File: src/rtl/lcd_pkg.sv
// Shared definitions for the LCD frame sequencer: state encoding, HD44780
// command bytes and small character helpers.
// Optional feature macro: LCD_REFRESH_ON_CHANGE_EN adds the IDLE state.
package lcd_pkg;

`ifdef LCD_REFRESH_ON_CHANGE_EN
    typedef enum logic [2:0] {
        INIT, LATCH, ISSUE, WAIT, SETTLE, ADVANCE, IDLE
    } lcd_state_t;
`else
    typedef enum logic [2:0] {
        INIT, LATCH, ISSUE, WAIT, SETTLE, ADVANCE
    } lcd_state_t;
`endif

    localparam logic [7:0] LCD_CMD_FUNC  = 8'h38;  // 8-bit bus, 2 lines, 5x8 font
    localparam logic [7:0] LCD_CMD_DISP  = 8'h0C;  // display on, cursor off
    localparam logic [7:0] LCD_CMD_CLR   = 8'h01;  // clear display
    localparam logic [7:0] LCD_CMD_ENTRY = 8'h06;  // increment, no shift
    localparam logic [7:0] LCD_CMD_DDRAM = 8'h80;  // set DDRAM address
    localparam logic [7:0] LCD_ROW1_BASE = 8'h40;  // DDRAM address of row 1

    // Nibble to ASCII hex digit, for blocks that format numbers upstream.
    function automatic logic [7:0] hex_to_ascii(input logic [3:0] nib);
        return (nib < 4'd10) ? (8'h30 + {4'h0, nib}) : (8'h37 + {4'h0, nib});
    endfunction

    // Anything the LCD font cannot show is replaced by a space.
    function automatic logic [7:0] lcd_printable(input logic [7:0] b);
        return ((b < 8'h20) || (b > 8'h7E)) ? 8'h20 : b;
    endfunction

endpackage

File: src/rtl/lcd_settle_timer.sv
// Settle-delay counter used after every accepted LCD transfer.
// Counts while 'count' is high; 'expired' flags the last settle cycle;
// 'load' zeroes the counter and has priority over counting.
module lcd_settle_timer
    import lcd_pkg::*;
#(
    parameter int DLY_CYCLES = 262142
) (
    input  logic clk,
    input  logic rst_n,
    input  logic load,
    input  logic count,
    output logic expired
);

    localparam int CW = $clog2(DLY_CYCLES + 1);

    logic [CW-1:0] cnt_reg;

    // Settle counter: cleared by reset or load, advanced while counting.
    always_ff @(posedge clk or negedge rst_n) begin
        if (!rst_n) begin
            cnt_reg <= '0;
        end else if (load) begin
            cnt_reg <= '0;
        end else if (count) begin
            cnt_reg <= cnt_reg + CW'(1);
        end
    end

    // Independent of 'count' so the caller's next-state logic has no loop.
    assign expired = (cnt_reg == CW'(DLY_CYCLES - 1));

endmodule

File: src/rtl/lcd_frame_seq.sv
// LCD frame sequencer: runs the controller init commands once after reset,
// then repeatedly snapshots iCHARS and streams it row by row (row address
// command followed by the row's characters) to an LCD byte-transfer engine.
// Optional feature macro: LCD_REFRESH_ON_CHANGE_EN -- park in IDLE after a
// frame and redraw only when iCHARS differs from the last snapshot.
module lcd_frame_seq
    import lcd_pkg::*;
#(
    parameter int COLS       = 16,
    parameter int ROWS       = 2,
    parameter int DLY_CYCLES = 262142
) (
    input  logic                   iCLK,
    input  logic                   iRST_N,
    input  logic [ROWS*COLS*8-1:0] iCHARS,
    output logic [7:0]             oLCD_DATA,
    output logic                   oLCD_RS,
    output logic                   oLCD_START,
    input  logic                   iLCD_DONE,
    output logic                   oBUSY,
    output logic                   oFRAME_DONE
);

    localparam int NCH = ROWS * COLS;
    localparam int CCW = $clog2(COLS);
    localparam int IW  = $clog2(NCH);

    lcd_state_t         state_reg, state_next;
    logic [1:0]         init_idx_reg, init_idx_next;
    logic               init_done_reg, init_done_next;
    logic               row_reg, row_next;
    logic [CCW-1:0]     col_reg, col_next;
    logic               row_cmd_reg, row_cmd_next;   // next transfer is the row address
    logic               frame_done_reg, frame_done_next;
    logic [7:0]         data_reg, data_next;
    logic               rs_reg, rs_next;
    logic               start_reg;
    logic [NCH*8-1:0]   snap_reg;
    logic               snap_load;
    logic               tmr_load, tmr_count, tmr_expired;
    logic [7:0]         char_arr [NCH];
    logic [IW-1:0]      char_idx;

    // Sanitised view of every snapshot byte.
    generate
        for (genvar gi = 0; gi < NCH; gi++) begin : g_char
            assign char_arr[gi] = lcd_printable(snap_reg[gi*8 +: 8]);
        end
    endgenerate

    lcd_settle_timer #(
        .DLY_CYCLES (DLY_CYCLES)
    ) u_settle (
        .clk     (iCLK),
        .rst_n   (iRST_N),
        .load    (tmr_load),
        .count   (tmr_count),
        .expired (tmr_expired)
    );

    // Next-state logic: transfer handshake, settle wait and index walking.
    always_comb begin
        state_next      = state_reg;
        init_idx_next   = init_idx_reg;
        init_done_next  = init_done_reg;
        row_next        = row_reg;
        col_next        = col_reg;
        row_cmd_next    = row_cmd_reg;
        frame_done_next = 1'b0;
        snap_load       = 1'b0;
        tmr_load        = 1'b0;
        tmr_count       = 1'b0;
        case (state_reg)
            INIT:    state_next = ISSUE;
            LATCH: begin
                snap_load  = 1'b1;
                state_next = ISSUE;
            end
            ISSUE:   state_next = WAIT;
            WAIT: begin
                if (iLCD_DONE) state_next = SETTLE;
            end
            SETTLE: begin
                tmr_count = 1'b1;
                if (tmr_expired) begin
                    tmr_load   = 1'b1;
                    state_next = ADVANCE;
                end
            end
            ADVANCE: begin
                if (!init_done_reg) begin
                    if (init_idx_reg == 2'd3) begin
                        init_done_next = 1'b1;
                        state_next     = LATCH;
                    end else begin
                        init_idx_next = init_idx_reg + 2'd1;
                        state_next    = INIT;
                    end
                end else if (row_cmd_reg) begin
                    row_cmd_next = 1'b0;
                    state_next   = ISSUE;
                end else if (col_reg == CCW'(COLS - 1)) begin
                    col_next     = '0;
                    row_cmd_next = 1'b1;
                    if (row_reg == 1'(ROWS - 1)) begin
                        row_next        = 1'b0;
                        frame_done_next = 1'b1;
`ifdef LCD_REFRESH_ON_CHANGE_EN
                        state_next      = IDLE;
`else
                        state_next      = LATCH;
`endif
                    end else begin
                        row_next   = row_reg + 1'b1;
                        state_next = ISSUE;
                    end
                end else begin
                    col_next   = col_reg + CCW'(1);
                    state_next = ISSUE;
                end
            end
`ifdef LCD_REFRESH_ON_CHANGE_EN
            IDLE: begin
                if (iCHARS != snap_reg) state_next = LATCH;
            end
`endif
            default: state_next = INIT;
        endcase
    end

    // Byte for the upcoming transfer, chosen from the indices it will use.
    always_comb begin
        char_idx = IW'(col_next);
        if (row_next) char_idx = IW'(col_next) + IW'(COLS);
        data_next = 8'h00;
        rs_next   = 1'b0;
        if (!init_done_next) begin
            case (init_idx_next)
                2'd0:    data_next = LCD_CMD_FUNC;
                2'd1:    data_next = LCD_CMD_DISP;
                2'd2:    data_next = LCD_CMD_CLR;
                default: data_next = LCD_CMD_ENTRY;
            endcase
        end else if (row_cmd_next) begin
            data_next = LCD_CMD_DDRAM | (row_next ? LCD_ROW1_BASE : 8'h00);
        end else begin
            data_next = char_arr[char_idx];
            rs_next   = 1'b1;
        end
    end

    // State, indices, snapshot and registered LCD-side outputs.
    always_ff @(posedge iCLK or negedge iRST_N) begin
        if (!iRST_N) begin
            state_reg      <= INIT;
            init_idx_reg   <= '0;
            init_done_reg  <= 1'b0;
            row_reg        <= 1'b0;
            col_reg        <= '0;
            row_cmd_reg    <= 1'b1;
            frame_done_reg <= 1'b0;
            data_reg       <= 8'h00;
            rs_reg         <= 1'b0;
            start_reg      <= 1'b0;
            snap_reg       <= {NCH{8'h20}};
        end else begin
            state_reg      <= state_next;
            init_idx_reg   <= init_idx_next;
            init_done_reg  <= init_done_next;
            row_reg        <= row_next;
            col_reg        <= col_next;
            row_cmd_reg    <= row_cmd_next;
            frame_done_reg <= frame_done_next;
            // START spans ISSUE and WAIT; it drops on the edge that sees DONE.
            start_reg      <= (state_next == ISSUE) || (state_next == WAIT);
            if (state_next == ISSUE) begin
                data_reg <= data_next;
                rs_reg   <= rs_next;
            end
            if (snap_load) snap_reg <= iCHARS;
        end
    end

`ifdef LCD_REFRESH_ON_CHANGE_EN
    logic busy_reg;

    // Busy everywhere except the parked IDLE state.
    always_ff @(posedge iCLK or negedge iRST_N) begin
        if (!iRST_N) busy_reg <= 1'b1;
        else         busy_reg <= (state_next != IDLE);
    end

    assign oBUSY = busy_reg;
`else
    assign oBUSY = 1'b1;
`endif

    assign oLCD_DATA   = data_reg;
    assign oLCD_RS     = rs_reg;
    assign oLCD_START  = start_reg;
    assign oFRAME_DONE = frame_done_reg;

endmodule
File: config.mk
export PLATFORM = sky130hd
export DESIGN_NAME = lcd_frame_seq
export DESIGN_NICKNAME = d
export VERILOG_FILES = /design/src/rtl/lcd_pkg.sv /design/src/rtl/lcd_settle_timer.sv /design/src/rtl/lcd_frame_seq.sv
export SDC_FILE = /design/constraint.sdc
export NUM_CORES = 1
export LEC_CHECK = 0
export CORE_MARGIN = 2
export CORE_UTILIZATION = 31
export DETAILED_ROUTE_END_ITERATION = 16
export GPL_TIMING_DRIVEN = 0
export PLACE_DENSITY = 0.55
export RECOVER_POWER = 100
export REMOVE_ABC_BUFFERS = 1
export SLEW_MARGIN = 20
export SYNTH_ARGS = -nofsm -noshare
export SYNTH_HDL_FRONTEND = slang
export SYNTH_SLANG_ARGS = --single-unit
File: constraint.sdc
create_clock -name iCLK -period 7.95 [get_ports iCLK]
set_input_delay 1.59 -clock iCLK [delete_from_list [all_inputs] [get_ports iCLK]]
set_output_delay 1.59 -clock iCLK [all_outputs]
set_load 0.02 [all_outputs]
==> summary.md <==
| Metric | Value |
|---|---|
| Worst reg2reg path depth | 9 |
| Final Hold Fails | 0 |
| Syn Inst Count | 1,288 |
| Avg Cell Area, Syn | 11.6 µm² |
| R2R Setup Slk | 2290 ps |
| Status | finished with violations |
| Via Count | 12.1k |
| Yosys top cell by area | dfrtp_1 |
| Total wire length | 50,500 µm |
| Met2 wire len | 23,800 µm |
| Sequential share of the synthesized area | 50.2% |
| WS Path Type | flop to flop |
| Clk Latency, worst-skew pair | 550 ps |
| Worst vdd ir | 0.134 mV |
| Post-Syn Area | 14,900 µm² |
| Ys async rst share | 100% |
| Num rows | 80 |
| Sink Count | 297 |
| Synth Flop Type | dfrtp_1 |
| Inserted Diodes | 0 |
| Detail Placement HPWL | 38,400 µm |
| Initial antenna violation count | 0 |
| Origin of the worst setup path | state_reg[1] |
| Internal Pwr Total | 4720 µW |
| CTS tree | built |
| Final antenna-violating net count | 0 |
| Synth warn | 0 |
| Period utilisation layout | 71.2% |
| R2R Path End | oLCD_DATA[1] |
| Core footprint | 47,500 µm² |
| Die Y-Extent | 223 µm |
| Number of remaining DRC errors | 0 |
| Max Slew Vio Count | 117 |
| Remaining global-route overflow | 0 |
| Layout Utilization | 41.4% |
| # port buffers | 269 |
| Share of total power in combinational logic | 32.5% |
| Worst Tran Pin Value | 3760 ps |
| Min-Delay Path Class | flop to flop |
| Crit path capture | oLCD_DATA[1] |
| GP Congestion | 0.797 |
| Initial DRC Count | 795 |
| EDFF count, synth | 0 |
| Max Used Layer | met4 |
| Postcts setup bufs | 0 |
| Setup violators final | 0 |
| Drt wl/cell | 22.8 µm |
| Metal-1 WL | 23,100 µm |
| Share of cells above drive strength 1 | 22.2% |
| Synth area leaders | dfrtp_1 44%, mux2_2 18%, dfstp_2 5.8%, nand3_1 2.5%, a311oi_1 2.1% |
| Final worst path period need | 5660 ps |
| Largest net degree at the start of global routing | 90 |
| Sw frac | 34.2% |
| Fill cells | 4,525 |
| NumNets Final | 1,832 |
| H-tree levels | 2 |
| Power per Cell Area | 364 nW/µm² |
| Reg-to-reg startpoint | state_reg[1] |
| CP max FO | 18 |
| Reg power frac | 41.7% |
| Clock slew at reported path FFs | 60 ps |
| Lkg Pwr | 0.00767 µW |
| Failing checks | capacitance limit, slew limit |
| Largest register FFs | 256 |
| Placed cells | 2,145 |
| Gates resized, CTS repair | 0 |
| Clk pwr share | 25.8% |
| Multi-input combinational cell area | 6970 µm² |
| Max Cap Viol | 6 |
| Clock Skew | 13.9 ps |
| Synth top area share | 44.4% |
| Vias per cell | 5.47 |
| Arr. time, crit path | 6090 ps |
| Sw power | 2450 µW |
| Hold Buf Count CTS | 0 |
| Die area | 49,800 µm² |
| Initial Util | 31.3% |
| Root Driver | clkbuf_16 |
| Crit. End Element | flop |
| Post-synthesis register bit count | 297 |
| Peak Freq | 177 MHz |
| Routed wl met3 | 2290 µm |
| Worst slew margin | -151% |
| First-pass iteration count of the detailed router | 5 |
| I/O Pins | 271 |
| Worst endpoint required time | 8380 ps |
| First-pass GRT wire length | 76,800 µm |
| Vias in the first global route | 12.4k |
| Worst Setup Start Kind | flop |
| Overall Global Routing Usage | 20.3% |
| Post-Layout Cell Count | 2,211 |
| Unrepaired setup endpoints after global routing | false |
| CTS buffer count | 38 |
| Layout area overhead | 32.2% |
| CTS Buffer Depth | 3 |
| Sequential cell area | 7470 µm² |
| Chip width | 223 µm |
| Synth cell types | 77 |
[worst max-delay path, stage by stage (launching register included)]
cell      delay [ps]
dfrtp_1          480
and3b_1          300
and3_1           210
xnor2_1         1770
inv_1           1130
nand3_1          570
a311oi_1         140
a311oi_1         370
o21ai_0          220
o311ai_0         340
[cells by family (layout without fill, tap and decap cells)]
family | Yosys count | after routing | share of synthesized area (%)
buffers and inverters | 99 | 407 | 2.86
flip-flops | 297 | 297 | 50.2
multiplexers | 244 | 244 | 18.5
other | 1 | 1 | 0.0252
XOR/XNOR | 16 | 16 | 0.992
AO/OA/AOI/OAI | 229 | 229 | 12.4
AND/OR/NAND/NOR | 399 | 399 | 14.7
adder cells (fa/ha/maj) | 3 | 3 | 0.252
[power groups by stage]
| stage | sequential (µW) | clock (µW) | combinational (µW) |
|---|---|---|---|
| 2_1_floorplan | 2780 | 0 | 1950 |
| 3_3_place_gp | 2980 | 0 | 2390 |
| 3_5_place_dp | 3000 | 0 | 2410 |
| 4_1_cts | 2980 | 1910 | 2430 |
| 5_1_grt | 3110 | 1960 | 2560 |
| 6_report | 2990 | 1850 | 2330 |
[synthesized netlist by cell type, drive strengths merged, types with 9 or more instances]
cell and instances:
a21oi 14, dfstp 33, nor2 64, nor3 34, nand3 73, o21bai 12, a311oi 36, a221oi 25
nor4 12, o21ai 27, inv 29, nand2b 10, a211oi 9, buf 28, mux2 240, a41oi 12
clkbuf 42, and3 33, nand2 67, dfrtp 264, o311ai 11, nor4b 10, a31oi 15, xor2 11
and4 14, nand4 36
[layout by cell type (no fill, tap or decap), drive strengths merged, types with 27 or more instances in the layout]
master,synthesis,routed
dfstp,33,33
o21ai,27,27
inv,29,31
nand4,36,36
mux2,240,240
nor3,34,34
nor2,64,64
nand2,67,67
clkbuf,42,88
clkdlybuf4s50,0,256
and3,33,33
a311oi,36,36
nand3,73,73
dfrtp,264,264
[how the worst min path moves through the flow]
stage	from	endpoint	slack (ps)	cells after the start
4_1_cts	oLCD_DATA[7]	oLCD_DATA[7]	490	2
3_5_place_dp	oLCD_RS	oLCD_RS	480	1
5_1_grt	oLCD_RS	oLCD_RS	510	1
2_1_floorplan	snap_reg[255]	snap_reg[255]	480	1
3_3_place_gp	oLCD_DATA[7]	oLCD_DATA[7]	470	2
6_report	oLCD_RS	oLCD_RS	490	1
[area by class of cell]
class | count | share of cell area [%]
Sequential cell | 297 | 38.0
Timing Repair Buffer | 312 | 15.4
Clock buffer | 54 | 5.60
Clock inverter | 12 | 1.13
Tap cell | 615 | 3.91
Multi-Input combinational cell | 892 | 35.4
Inverter | 29 | 0.566
[per-stage QoR]
stage	worst slack [ps]	hold slack [ps]	area (µm²)	setup TNS (ps)	total power, µW
after floorplan	-13500	482	14600	-3434230	4730
after global placement	-23490	467	18000	-8243370	5370
after detailed placement	3940	478	18600	0	5410
after CTS	3920	492	19900	0	7310
after global routing	2000	512	19700	0	7630
final	2290	486	19700	0	7170
[metal layers]
| metal | track usage (%) | vias up |
|---|---|---|
| met4 | 5.59 | 0 |
| met1 | 27.8 | 6143 |
| met3 | 3.58 | 75 |
| li1 | - | 5551 |
| met2 | 33.0 | 319 |
| met5 | 0 | - |
No activity file was read; power rests on OpenSTA's default activity.
